**config.mk**
```make
export PLATFORM = sky130hd
export DESIGN_NAME = mac_seq_ctrl
export DESIGN_NICKNAME = d
export VERILOG_FILES = /design/src/rtl/mac_pkg.sv /design/src/rtl/mac.sv /design/src/rtl/mac_seq_ctrl.sv
export SDC_FILE = /design/constraint.sdc
export NUM_CORES = 1
export LEC_CHECK = 0
export ABC_AREA = 1
export CORE_MARGIN = 4
export CORE_UTILIZATION = 55
export CTS_BUF_LIST = sky130_fd_sc_hd__clkbuf_4 sky130_fd_sc_hd__clkbuf_8 sky130_fd_sc_hd__clkbuf_16
export DETAILED_ROUTE_END_ITERATION = 6
export DONT_BUFFER_PORTS = 1
export GPL_TIMING_DRIVEN = 1
export HOLD_SLACK_MARGIN = 0.02
export MAX_ROUTING_LAYER = met4
export PLACE_DENSITY = 0.7
export SKIP_LAST_GASP = 1
export SLEW_MARGIN = 40
export SYNTH_ARGS = -nofsm -noshare
export SYNTH_HDL_FRONTEND = slang
export SYNTH_HIERARCHICAL = 1
export SYNTH_SLANG_ARGS = --single-unit
```
**constraint.sdc**
```tcl
create_clock -name clk -period 2.3 [get_ports clk]
set_input_delay 0 -clock clk [delete_from_list [all_inputs] [get_ports clk]]
set_output_delay 0 -clock clk [all_outputs]
set_load 0.01 [all_outputs]
```
**src/rtl/mac_pkg.sv**
```systemverilog
// mac_pkg: shared state encoding and default widths for the MAC job sequencer.
package mac_pkg;

  // Sequencer states, 2-bit encoding.
  typedef enum logic [1:0] {
    IDLE = 2'd0,
    ACC  = 2'd1,
    DONE = 2'd2
  } state_t;

  // Default activation/weight width, partial-sum width and job-length width.
  localparam int unsigned BW      = 4;
  localparam int unsigned PSUM_BW = 16;
  localparam int unsigned LEN_BW  = 8;

endpackage

```
**src/rtl/mac.sv**
```systemverilog
// mac: combinational multiply-add, out = c + {0,a} * b, wrapping modulo 2**psum_bw.
// The activation is unsigned and the weight signed; the bw+1 x bw signed product
// is sign-extended (or truncated) to psum_bw before the add.
module mac
  import mac_pkg::*;
#(
  parameter int unsigned bw      = BW,
  parameter int unsigned psum_bw = PSUM_BW
) (
  input  logic [bw-1:0]      a,
  input  logic [bw-1:0]      b,
  input  logic [psum_bw-1:0] c,
  output logic [psum_bw-1:0] out
);

  localparam int unsigned PROD_W = 2 * bw + 1;

  logic signed [bw:0]       a_s;
  logic signed [bw-1:0]     b_s;
  logic signed [PROD_W-1:0] prod;

  // Exact signed product, then wrap-around accumulate at psum width.
  always_comb begin
    a_s  = $signed({1'b0, a});
    b_s  = $signed(b);
    prod = PROD_W'(a_s) * PROD_W'(b_s);
    out  = c + psum_bw'(prod);
  end

endmodule

```
**src/rtl/mac_seq_ctrl.sv**
```systemverilog
// mac_seq_ctrl: job sequencer for one MAC datapath cell.
// Accepts a job of len beats, accumulates a_in*b_in into a feedback psum
// register and presents the final psum on a valid/ready output.
// Optional feature: define MAC_SEQ_RELU_EN to clamp negative results to zero
// at the output register; the internal accumulation is unaffected.
module mac_seq_ctrl
  import mac_pkg::*;
#(
  parameter int unsigned bw      = BW,
  parameter int unsigned psum_bw = PSUM_BW,
  parameter int unsigned len_bw  = LEN_BW
) (
  input  logic               clk,
  input  logic               reset,
  input  logic               start,
  input  logic [len_bw-1:0]  len,
  output logic               busy,
  input  logic               in_valid,
  output logic               in_ready,
  input  logic [bw-1:0]      a_in,
  input  logic [bw-1:0]      b_in,
  output logic               out_valid,
  input  logic               out_ready,
  output logic [psum_bw-1:0] out_psum
);

  state_t              state;
  logic [len_bw-1:0]   len_q;
  logic [len_bw-1:0]   cnt;
  logic [psum_bw-1:0]  psum;
  logic [psum_bw-1:0]  mac_out;
  logic [psum_bw-1:0]  result_c;
  logic                beat_c;
  logic                last_c;

  // Single multiply-add, fed back from the psum register.
  mac #(
    .bw      (bw),
    .psum_bw (psum_bw)
  ) u_mac (
    .a   (a_in),
    .b   (b_in),
    .c   (psum),
    .out (mac_out)
  );

  // in_ready is high only in ACC, so a handshake implies ACC.
  assign beat_c = in_valid && in_ready;
  assign last_c = (cnt == len_q - len_bw'(1));

  // Value loaded into the output register on the final beat.
`ifdef MAC_SEQ_RELU_EN
  assign result_c = mac_out[psum_bw-1] ? '0 : mac_out;
`else
  assign result_c = mac_out;
`endif

  // Sequencer FSM with counter, accumulator and registered handshake outputs.
  always_ff @(posedge clk or posedge reset) begin
    if (reset) begin
      state     <= IDLE;
      len_q     <= '0;
      cnt       <= '0;
      psum      <= '0;
      busy      <= 1'b0;
      in_ready  <= 1'b0;
      out_valid <= 1'b0;
      out_psum  <= '0;
    end else begin
      case (state)
        IDLE: begin
          if (start) begin
            len_q <= len;
            psum  <= '0;
            cnt   <= '0;
            busy  <= 1'b1;
            if (len == '0) begin
              // Empty job: result is zero, skip accumulation entirely.
              state     <= DONE;
              out_valid <= 1'b1;
              out_psum  <= '0;
            end else begin
              state    <= ACC;
              in_ready <= 1'b1;
            end
          end
        end

        ACC: begin
          if (beat_c) begin
            psum <= mac_out;
            cnt  <= cnt + len_bw'(1);
            if (last_c) begin
              state     <= DONE;
              in_ready  <= 1'b0;
              out_valid <= 1'b1;
              out_psum  <= result_c;
            end
          end
        end

        DONE: begin
          // Result held stable until downstream accepts it; start ignored here.
          if (out_ready) begin
            state     <= IDLE;
            busy      <= 1'b0;
            out_valid <= 1'b0;
          end
        end

        default: begin
          state     <= IDLE;
          busy      <= 1'b0;
          in_ready  <= 1'b0;
          out_valid <= 1'b0;
        end
      endcase
    end
  end

  // Handshake outputs track the state they are defined by.
  ap_ready_in_acc : assert property (@(posedge clk) disable iff (reset)
    in_ready == (state == ACC));
  ap_valid_in_done : assert property (@(posedge clk) disable iff (reset)
    out_valid == (state == DONE));
  ap_busy_state : assert property (@(posedge clk) disable iff (reset)
    busy == (state != IDLE));

  // A stalled result must not change.
  ap_out_stable : assert property (@(posedge clk) disable iff (reset)
    (out_valid && !out_ready) |=> (out_valid && $stable(out_psum)));

endmodule

```
==> metrics, run 1 <==
mean area per synthesized cell=6.89 um^2; endpoints failing setup=26; wire per inst=12.7 um; DRT iter0 DRCs=201; post-placement cell count=712; first-pass GRT wire length=15,900 um; Net Count, Synth=653; H-tree depth=2; CP startpoint=b_in[3]; area leader, netlist=dfrtp_1; setup slack at placement=-1.73 ns; CTS tree=built; Final #Nets=695; Yosys Warn Count=6; clock transition at the registers of the reported paths=0.10 ns; post-route insts no fill=734; VDD IR max=0.804 mV; ANT nets after route=0; leak pwr=2.75 nW; outcome=finished with violations; failing checks=setup timing; DR DRC count=0; Worst EP required=2.56 ns; kind of critical path=in2reg; sequential share of the synthesized area=32.5%; number of synthesized flops with an enable pin=0; Worst EP arrival=3.90 ns; Fmax=274 MHz; critical path's most frequent cell=nand2_1; Slowest-stage cell, CP=fa_1; reg2reg start=len_q[0]; Max Cap Viol=0; Synth Flop Type=dfrtp_1; Via density=4.99; Max Transition Viols Final=0; GRT Total Usage=23.0%; most common cell in the netlist=nand2_1; root buffer cell=clkbuf_8; Cell Area, Synth=4080 um^2; dpl hpwl=6980 um; fin crit share=158%; Synth async-reset ratio=100%; GRT overflow=0; dpl cell area=4420 um^2; clock insertion delay at the later pin of the skew report=0.31 ns; fin crit period=3.65 ns; Fin. Hold Viols=0; Final TNS setup=-29.99 ns; final core utilization=66.7%; antenna violations before repair=0; Slew HR=55.1%; final RePlAce weighted congestion=0.886; final worst slack=-1.35 ns; design area=4810 um^2; RSZ-0062 raised after global routing=yes; cells after synthesis=592; Worst setup SP type=primary input; Die ar.=8860 um^2; synth unique cells=33; share of the synthesized area in the top cell type=32.5%; Syn-to-layout area delta=17.8%; Initial DRT Pass Iterations=5; layout cells sized above 1=16.7%; CTS Buf Count=5; row count=31; max incr delay on CP=0.51 ns; Min-Delay Startpoint=start; CP Capture Type=flop; largest net degree at the start of global routing=54; vias in the first global route=3,632; DIE HEIGHT=94.1 um; Worst Tran Pin Value=0.674 ns; flops & latches, synth=53; die width=94.1 um; via count=3,663; I/O pin count=40; Hold Path Class=in2reg; starting density of the core=56.6%; IO buf count=0; DRT Wirelength=9310 um; # clock sinks=53; Bufs on Longest Clock Path=2; top cells by count, synth=216 x nand2_1, 90 x inv_1, 53 x dfrtp_1, 50 x nor2_1, 45 x nand3_1; # diodes=0; Cell Pwr Density=1340 nW/um^2; core region area=7210 um^2; crit path max fanout=4; top cells by area, synth=dfrtp_1 32%, nand2_1 20%, ha_1 10%; clk_skew=0.0121 ns
[worst paths after layout]
check                           slack, ns      endpoint  cells after the start
worst max register to register       0.08   out_psum[9]                     15
min in group asynchronous            0.32   out_psum[6]                      3
worst min-delay path                 0.05          busy                      3
worst min register to register       0.49       psum[5]                      2
worst max-delay path                -1.35  out_psum[11]                     25
max in group asynchronous            1.52        cnt[4]                      3
[sequential cells by signal, summed over array words and instances (netlist names)]
name / flops
in_ready: 1
psum: 16
state: 2
busy: 1
out_psum: 16
out_valid: 1
len_q: 8
cnt: 8
[critical path, delay by kind of cell]
| kind | cells | cell delay (ns) |
|---|---|---|
| simple gates | 10 | 0.97 |
| xor+xnor | 1 | 0.13 |
| fa+ha+maj | 6 | 2.24 |
| buf+inv | 6 | 0.34 |
| compound gates | 2 | 0.22 |
[where the power goes]
group / leakage [nW] / internal, W / switching [W]
Combinational: 2.02 / 0.00160 / 0.00241
Sequential: 0.672 / 0.00134 / 0.000428
Clock: 0.0574 / 0.000354 / 0.000314
[area by class of cell]
cell class	instances	area [um^2]
multi-input cells	434	2510
clock inverters	2	37.5
well taps	99	124
inverters	95	365
flip-flops and latches	53	1330
repair buffers	45	368
clock buffers	6	82.6
fillers	675	2400
[kinds of logic after synthesis]
logic type | count (synthesis) | share of synthesized area, %
XOR/XNOR | 13 | 2.79
AND/OR/NAND/NOR | 338 | 34.7
adder cells (fa/ha/maj) | 40 | 13.4
AO/OA/AOI/OAI | 43 | 5.98
flip-flops | 53 | 32.5
buffers and inverters | 105 | 10.6
[per-layer routing]
layer	routed length (um)	up-vias	track usage, %
met3	494	6	4.73
met1	4190	1669	29.5
met5	0	-	-
met2	4570	81	38.3
met4	55	0	3.49
li1	-	1907	-
[repair_timing]
item,CTS,global route
setup endpoints to repair,26,31
hold buffers,12,0
buffers inserted,1,1
pin swaps,16,32
endpoints found under the hold margin,66,0
gates resized for setup,13,20
[stage by stage]
stage	power (W)	hold slack (ns)
2_1_floorplan	0.00454	0.107
3_3_place_gp	0.00541	0.104
3_5_place_dp	0.00550	0.115
4_1_cts	0.00630	0.0460
5_1_grt	0.00714	0.0646
6_report	0.00645	0.0532
[layout by cell type, fill, tap and decap left out, types with 5 or more instances in the layout]
cell / instances
buf_4: 33
xor2_1: 10
nand2_2: 17
dlygate4sd3_1: 12
inv_2: 8
a21oi_2: 8
nor2_1: 42
nand2_1: 207
ha_4: 8
a21oi_1: 13
o21ai_0: 17
nor2_2: 11
inv_1: 84
ha_1: 26
nand3_1: 44
fa_1: 5
clkbuf_8: 6
dfrtp_1: 53
Note: power is estimated with default switching activity, not from simulation.
==> run 2, diff against run 1 <==
--- a/config.mk
+++ b/config.mk
@@ -11,10 +11,11 @@
 export CTS_BUF_LIST = sky130_fd_sc_hd__clkbuf_4 sky130_fd_sc_hd__clkbuf_8 sky130_fd_sc_hd__clkbuf_16
 export DETAILED_ROUTE_END_ITERATION = 6
 export DONT_BUFFER_PORTS = 1
-export GPL_TIMING_DRIVEN = 1
+export GPL_TIMING_DRIVEN = 0
 export HOLD_SLACK_MARGIN = 0.02
 export MAX_ROUTING_LAYER = met4
 export PLACE_DENSITY = 0.7
+export RECOVER_POWER = 25
 export SKIP_LAST_GASP = 1
 export SLEW_MARGIN = 40
 export SYNTH_ARGS = -nofsm -noshare
==> metrics, run 2 (synthesized netlist as in run 1, its figures left out) <==
FF-to-FF path depth=11 (-4); VDD IR max=0.730 mV (-9.2%); Slew HR=37.6% (-17 points); commonest non-fill, non-tap cells in the layout=206 x nand2_1, 84 x inv_1, 53 x dfrtp_1; clock insertion delay at the later pin of the skew report=0.30 ns (about the same); outcome=finished with violations; hold depth=3 (unchanged); row count=31 (unchanged); Slowest-stage cell, CP=fa_1; Worst setup SP type=primary input; Final #Nets=677 (-2.6%); fin crit period=3.76 ns (+0.111 ns); Min-Delay Startpoint=start; final core utilization=65.0% (-1.7 points); RSZ-0062 raised after global routing=yes; Cell Pwr Density=1320 nW/um^2 (-1.3%); first-pass GRT wire length=15,600 um (-1.9%); final RePlAce weighted congestion=0.912 (+3.0%); Worst EP required=2.55 ns (about the same); I/O pin count=40 (unchanged); via count=3,633 (-0.82%); antenna violations before repair=0 (unchanged); final worst slack=-1.46 ns (-0.111 ns); DRT iter0 DRCs=157 (-22%); core region area=7210 um^2 (unchanged); GRT overflow=0 (unchanged); wire per inst=12.5 um (-1.6%); Hold Path Class=in2reg; dpl cell area=4280 um^2 (-3.0%); reg2reg end=out_psum[6]; Die ar.=8860 um^2 (unchanged); root buffer cell=clkbuf_8; DRT Wirelength=8940 um (-4.0%); H-tree depth=2 (unchanged); CTS Buf Count=5 (unchanged); largest net degree at the start of global routing=40 (-26%); # clock sinks=53 (unchanged); reg2reg start=psum[0]; Worst Tran Pin Value=0.935 ns (+0.262 ns); CP Capture Type=flop; failing checks=setup timing; crit path max fanout=4 (unchanged); Regs by FF count=out_psum x16, psum x16; Bufs on Longest Clock Path=2 (unchanged); fin crit share=163% (+4.8 points); Fin. Hold Viols=0 (unchanged); Hold EP=cnt[4]; dpl hpwl=7050 um (+1.1%); Max Cap Viol=0 (unchanged); post-placement cell count=692 (-2.8%); leak pwr=2.64 nW (-4.0%); DIE HEIGHT=94.1 um (unchanged); CTS tree=built; cells along the critical path=clkinvlp_4, or2_4, fa_1, fa_1, fa_1, inv_2, ha_4, inv_2, fa_2, o21ai_2, a21oi_2, xnor2_1, ha_1, nand2_2, nor2_2, nand3_1, nand3_1, xor2_1, inv_1, nor2_2, nand3_1, nand2_1; DR DRC count=0 (unchanged); IO buf count=0 (unchanged); Via density=5.07 (+1.7%); max incr delay on CP=0.53 ns (+0.02 ns); Worst EP arrival=4.00 ns (+0.10 ns); Initial DRT Pass Iterations=5 (unchanged); vias in the first global route=3,493 (-3.8%); post-route insts no fill=716 (-2.5%); reg-to-reg slack, setup=0.11 ns (+0.03 ns); GRT Total Usage=22.3% (-0.62 points); starting density of the core=56.6% (unchanged); clk_skew=0.00401 ns (-0.00808 ns); final hold slack=0.0451 ns (-0.00811 ns); design area=4690 um^2 (-2.5%); endpoints failing setup=26 (unchanged); die width=94.1 um (unchanged); Max Transition Viols Final=0 (unchanged); layout cells sized above 1=14.6% (-2.1 points); # diodes=0 (unchanged); clock transition at the registers of the reported paths=0.09 ns (about the same); ANT nets after route=0 (unchanged); commonest non-fill, non-tap cell in the layout=nand2_1; Syn-to-layout area delta=14.9%; Fmax=266 MHz (-2.9%); kind of critical path=in2reg
-- run 2: how the worst max path moves through the flow --
stage          startpoint           end  slack [ns]
2_1_floorplan     b_in[3]  out_psum[13]       -1.50
3_3_place_gp      b_in[3]   out_psum[9]       -1.84
3_5_place_dp      b_in[3]  out_psum[13]       -1.86
4_1_cts           b_in[3]   out_psum[9]       -1.43
5_1_grt           b_in[3]   out_psum[9]       -1.68
6_report          b_in[3]   out_psum[9]       -1.46
-- run 2: through the flow --
stage                     TNS, ns  power (W)  setup WS [ns]
after detailed placement   -41.81    0.00535          -1.86
after CTS                  -31.93    0.00611          -1.43
after global placement     -40.84    0.00527          -1.84
after global routing       -37.07    0.00688          -1.68
final                      -31.79    0.00621          -1.46
after floorplan            -32.99    0.00454          -1.50
-- run 2: routing by layer --
| metal | track usage [%] | wire [um] | vias to the layer above |
|---|---|---|---|
| met2 | 34.9 | 4140 | 84 |
| met3 | 3.45 | 423 | 15 |
| met1 | 30.7 | 4230 | 1661 |
| li1 | - | - | 1873 |
| met5 | - | 0 | - |
| met4 | 5.17 | 141 | 0 |
-- run 2: critical path: cells and delay by family --
family          cells  cell delay, ns
fa+ha+maj           6            2.24
xor+xnor            2            0.29
buf+inv             4            0.24
simple gates        8            0.99
compound gates      2            0.21
-- run 2: area by class of cell --
cell class,count,area (um^2)
plain buffers,10,77.6
clock buffers,7,83.8
clock inverters,1,7.51
fillers,643,2520
inverters,95,363
multi-input cells,434,2550
flip-flops and latches,53,1330
well taps,99,124
repair buffers,17,155
-- run 2: repair_timing --
item / in CTS / in global routing
buffers inserted: 3 / 1
cloned: 0 / 0
hold buffers: 12 / 0
gates resized for setup: 23 / 16
pin swaps: 6 / 15
endpoints found under the hold margin: 66 / 0
setup endpoints to repair: 26 / 27
-- run 2: report_power, final --
group / internal [W] / switching [W] / total [W] / leakage (nW)
clock: 0.000239 / 0.000290 / 0.000529 / 0.0453
combinational: 0.00148 / 0.00241 / 0.00389 / 1.93
sequential: 0.00134 / 0.000440 / 0.00178 / 0.672
==> run 3, diff against run 2 <==
--- a/config.mk
+++ b/config.mk
@@ -7,14 +7,14 @@
 export LEC_CHECK = 0
 export ABC_AREA = 1
 export CORE_MARGIN = 4
-export CORE_UTILIZATION = 55
+export CORE_UTILIZATION = 65
 export CTS_BUF_LIST = sky130_fd_sc_hd__clkbuf_4 sky130_fd_sc_hd__clkbuf_8 sky130_fd_sc_hd__clkbuf_16
 export DETAILED_ROUTE_END_ITERATION = 6
 export DONT_BUFFER_PORTS = 1
 export GPL_TIMING_DRIVEN = 0
 export HOLD_SLACK_MARGIN = 0.02
 export MAX_ROUTING_LAYER = met4
-export PLACE_DENSITY = 0.7
+export PLACE_DENSITY_LB_ADDON = 0.25
 export RECOVER_POWER = 25
 export SKIP_LAST_GASP = 1
 export SLEW_MARGIN = 40
==> metrics, run 3 (synthesized netlist as in run 1, its figures left out) <==
outcome=finished with violations; failing checks=DRC, setup timing; Slew HR=39.0% (+1.4 points); commonest non-fill, non-tap cells in the layout=202 x nand2_1, 80 x inv_1, 53 x dfrtp_1; Sw Share=50.6% (-0.12 points); vias in the first global route=3,843 (+10%); design area=4930 um^2 (+5.1%); commonest non-fill, non-tap cell in the layout=nand2_1; Worst Tran Pin Value=0.910 ns (-0.0258 ns); DIE HEIGHT=87.2 um (-7.3%); Bufs on Longest Clock Path=2 (unchanged); clock transition at the registers of the reported paths=0.09 ns (about the same); GRT Total Usage=28.3% (+6.0 points); Clock power frac=9.4% (+0.9 points); Fmax=256 MHz (-3.9%); Int Pwr=0.00351 W (+15%); via count=3,947 (+8.6%); DRT iter0 DRCs=284 (+81%); DRT Wirelength=10,600 um (+19%); fin crit share=170% (+6.6 points); final worst slack=-1.61 ns (-0.153 ns); Worst EP arrival=4.16 ns (+0.16 ns); core region area=5990 um^2 (-17%); # clock sinks=53 (unchanged); Regs by FF count=out_psum x16, psum x16; Worst EP required=2.55 ns (about the same); VDD IR max=1.01 mV (+39%); fin crit period=3.91 ns (+0.153 ns); combinational share of power=65.2% (+2.5 points); IO buf count=0 (unchanged); clk_skew=0.00717 ns (+0.00315 ns); starting density of the core=68.1% (+12 points); hold depth=3 (unchanged); I/O pin count=40 (unchanged); Seq pwr share=25.4% (-3.3 points); Max Cap Viol=0 (unchanged); final hold slack=0.0614 ns (+0.0163 ns); Hold Path Class=in2reg; first-pass GRT wire length=16,900 um (+8.0%); clock insertion delay at the later pin of the skew report=0.31 ns (about the same); ANT nets after route=0 (unchanged); DR DRC count=2 (+2); Max Transition Viols Final=0 (unchanged); GRT overflow=0 (unchanged); CTS Buf Count=5 (unchanged); # diodes=0 (unchanged); dpl hpwl=6920 um (-1.8%); Worst setup SP type=primary input; RSZ-0062 raised after global routing=yes; FF-to-FF path depth=15 (+4); H-tree depth=2 (unchanged); die width=87.2 um (-7.3%); Syn-to-layout area delta=20.8%; setup slack at placement=-1.88 ns (-0.0208 ns); Cell Pwr Density=1440 nW/um^2 (+8.7%); largest net degree at the start of global routing=34 (-15%); fillcell total=350 (-46%); Total Power=0.00709 W (+14%); leak pwr=2.74 nW (+3.8%); CP Capture Type=flop; layout cells sized above 1=19.6% (+5.0 points); Net Sw Power=0.00358 W (+14%); Final TNS setup=-34.17 ns (-2.39 ns); final RePlAce weighted congestion=0.909 (-0.33%); wire per inst=15.1 um (+21%); root buffer cell=clkbuf_8; crit path max fanout=4 (unchanged); kind of critical path=in2reg; antenna violations before repair=0 (unchanged); Final #Nets=687 (+1.5%); Via density=5.62 (+11%); Initial DRT Pass Iterations=7 (+2); dpl cell area=4250 um^2 (-0.70%); Fin. Hold Viols=0 (unchanged); row count=28 (-9.7%); endpoints failing setup=26 (unchanged); Die ar.=7610 um^2 (-14%); CTS tree=built
[run 3: worst max-delay path, cell delays in order]
cell,delay (ns)
clkinvlp_4,0.06
or2_4,0.24
fa_1,0.45
fa_1,0.53
fa_1,0.43
inv_2,0.08
ha_4,0.14
inv_2,0.03
fa_2,0.34
buf_4,0.15
buf_6,0.12
xnor2_4,0.17
ha_4,0.25
buf_6,0.13
a21oi_4,0.15
nor2_1,0.07
nor2_2,0.10
nand2_2,0.08
xor2_1,0.21
inv_1,0.10
nor2_2,0.15
nand3_1,0.10
nand2_1,0.07
[run 3: metal layers]
layer	vias to the layer above	GRT usage, %	share of wire [%]
met4	0	8.37	3.7
li1	1897	-	-
met5	-	-	0
met1	1836	37.7	41
met2	166	44.4	48
met3	48	5.11	6.7
[run 3: per-stage QoR]
step,util (%),std cells
CTS,78.8,700
global placement,70.6,667
global route,82.3,702
floorplan,-,592
finish,82.3,702
detailed placement,71.0,668
[run 3: final timing paths]
path	startpoint	to	slack [ns]
worst min-delay path	start	cnt[7]	0.06
worst min register to register	psum[0]	psum[0]	0.50
worst max-delay path	b_in[3]	out_psum[8]	-1.61
min in group asynchronous	reset	cnt[7]	0.28
max in group asynchronous	reset	out_psum[11]	0.79
worst max register to register	len_q[0]	out_psum[7]	0.12
[run 3: what timing repair did]
item                                   CTS  global route
hold buffers                            12             0
pin swaps                               35            47
resized for setup                       35            43
setup buffers                           12             2
endpoints found under the hold margin   66             0
setup endpoints to repair               26            27
[run 3: area by class of cell]
cell class | instances | area (um^2) | share of cell area, %
Tap cell | 75 | 93.8 | 1.90
Buffer | 10 | 77.6 | 1.57
Clock buffer | 7 | 90.1 | 1.83
Multi-Input combinational cell | 434 | 2700 | 54.7
Sequential cell | 53 | 1330 | 26.9
Inverter | 95 | 363 | 7.36
Clock inverter | 1 | 30.0 | 0.609
Timing Repair Buffer | 27 | 253 | 5.13
[run 3: power by group through the flow]
stage          clock network, W  registers [W]  logic (W)
2_1_floorplan                 0        0.00166    0.00288
6_report               0.000666        0.00180    0.00463
3_3_place_gp                  0        0.00176    0.00343
5_1_grt                0.000709        0.00184    0.00514
4_1_cts                0.000664        0.00177    0.00403
3_5_place_dp                  0        0.00177    0.00354
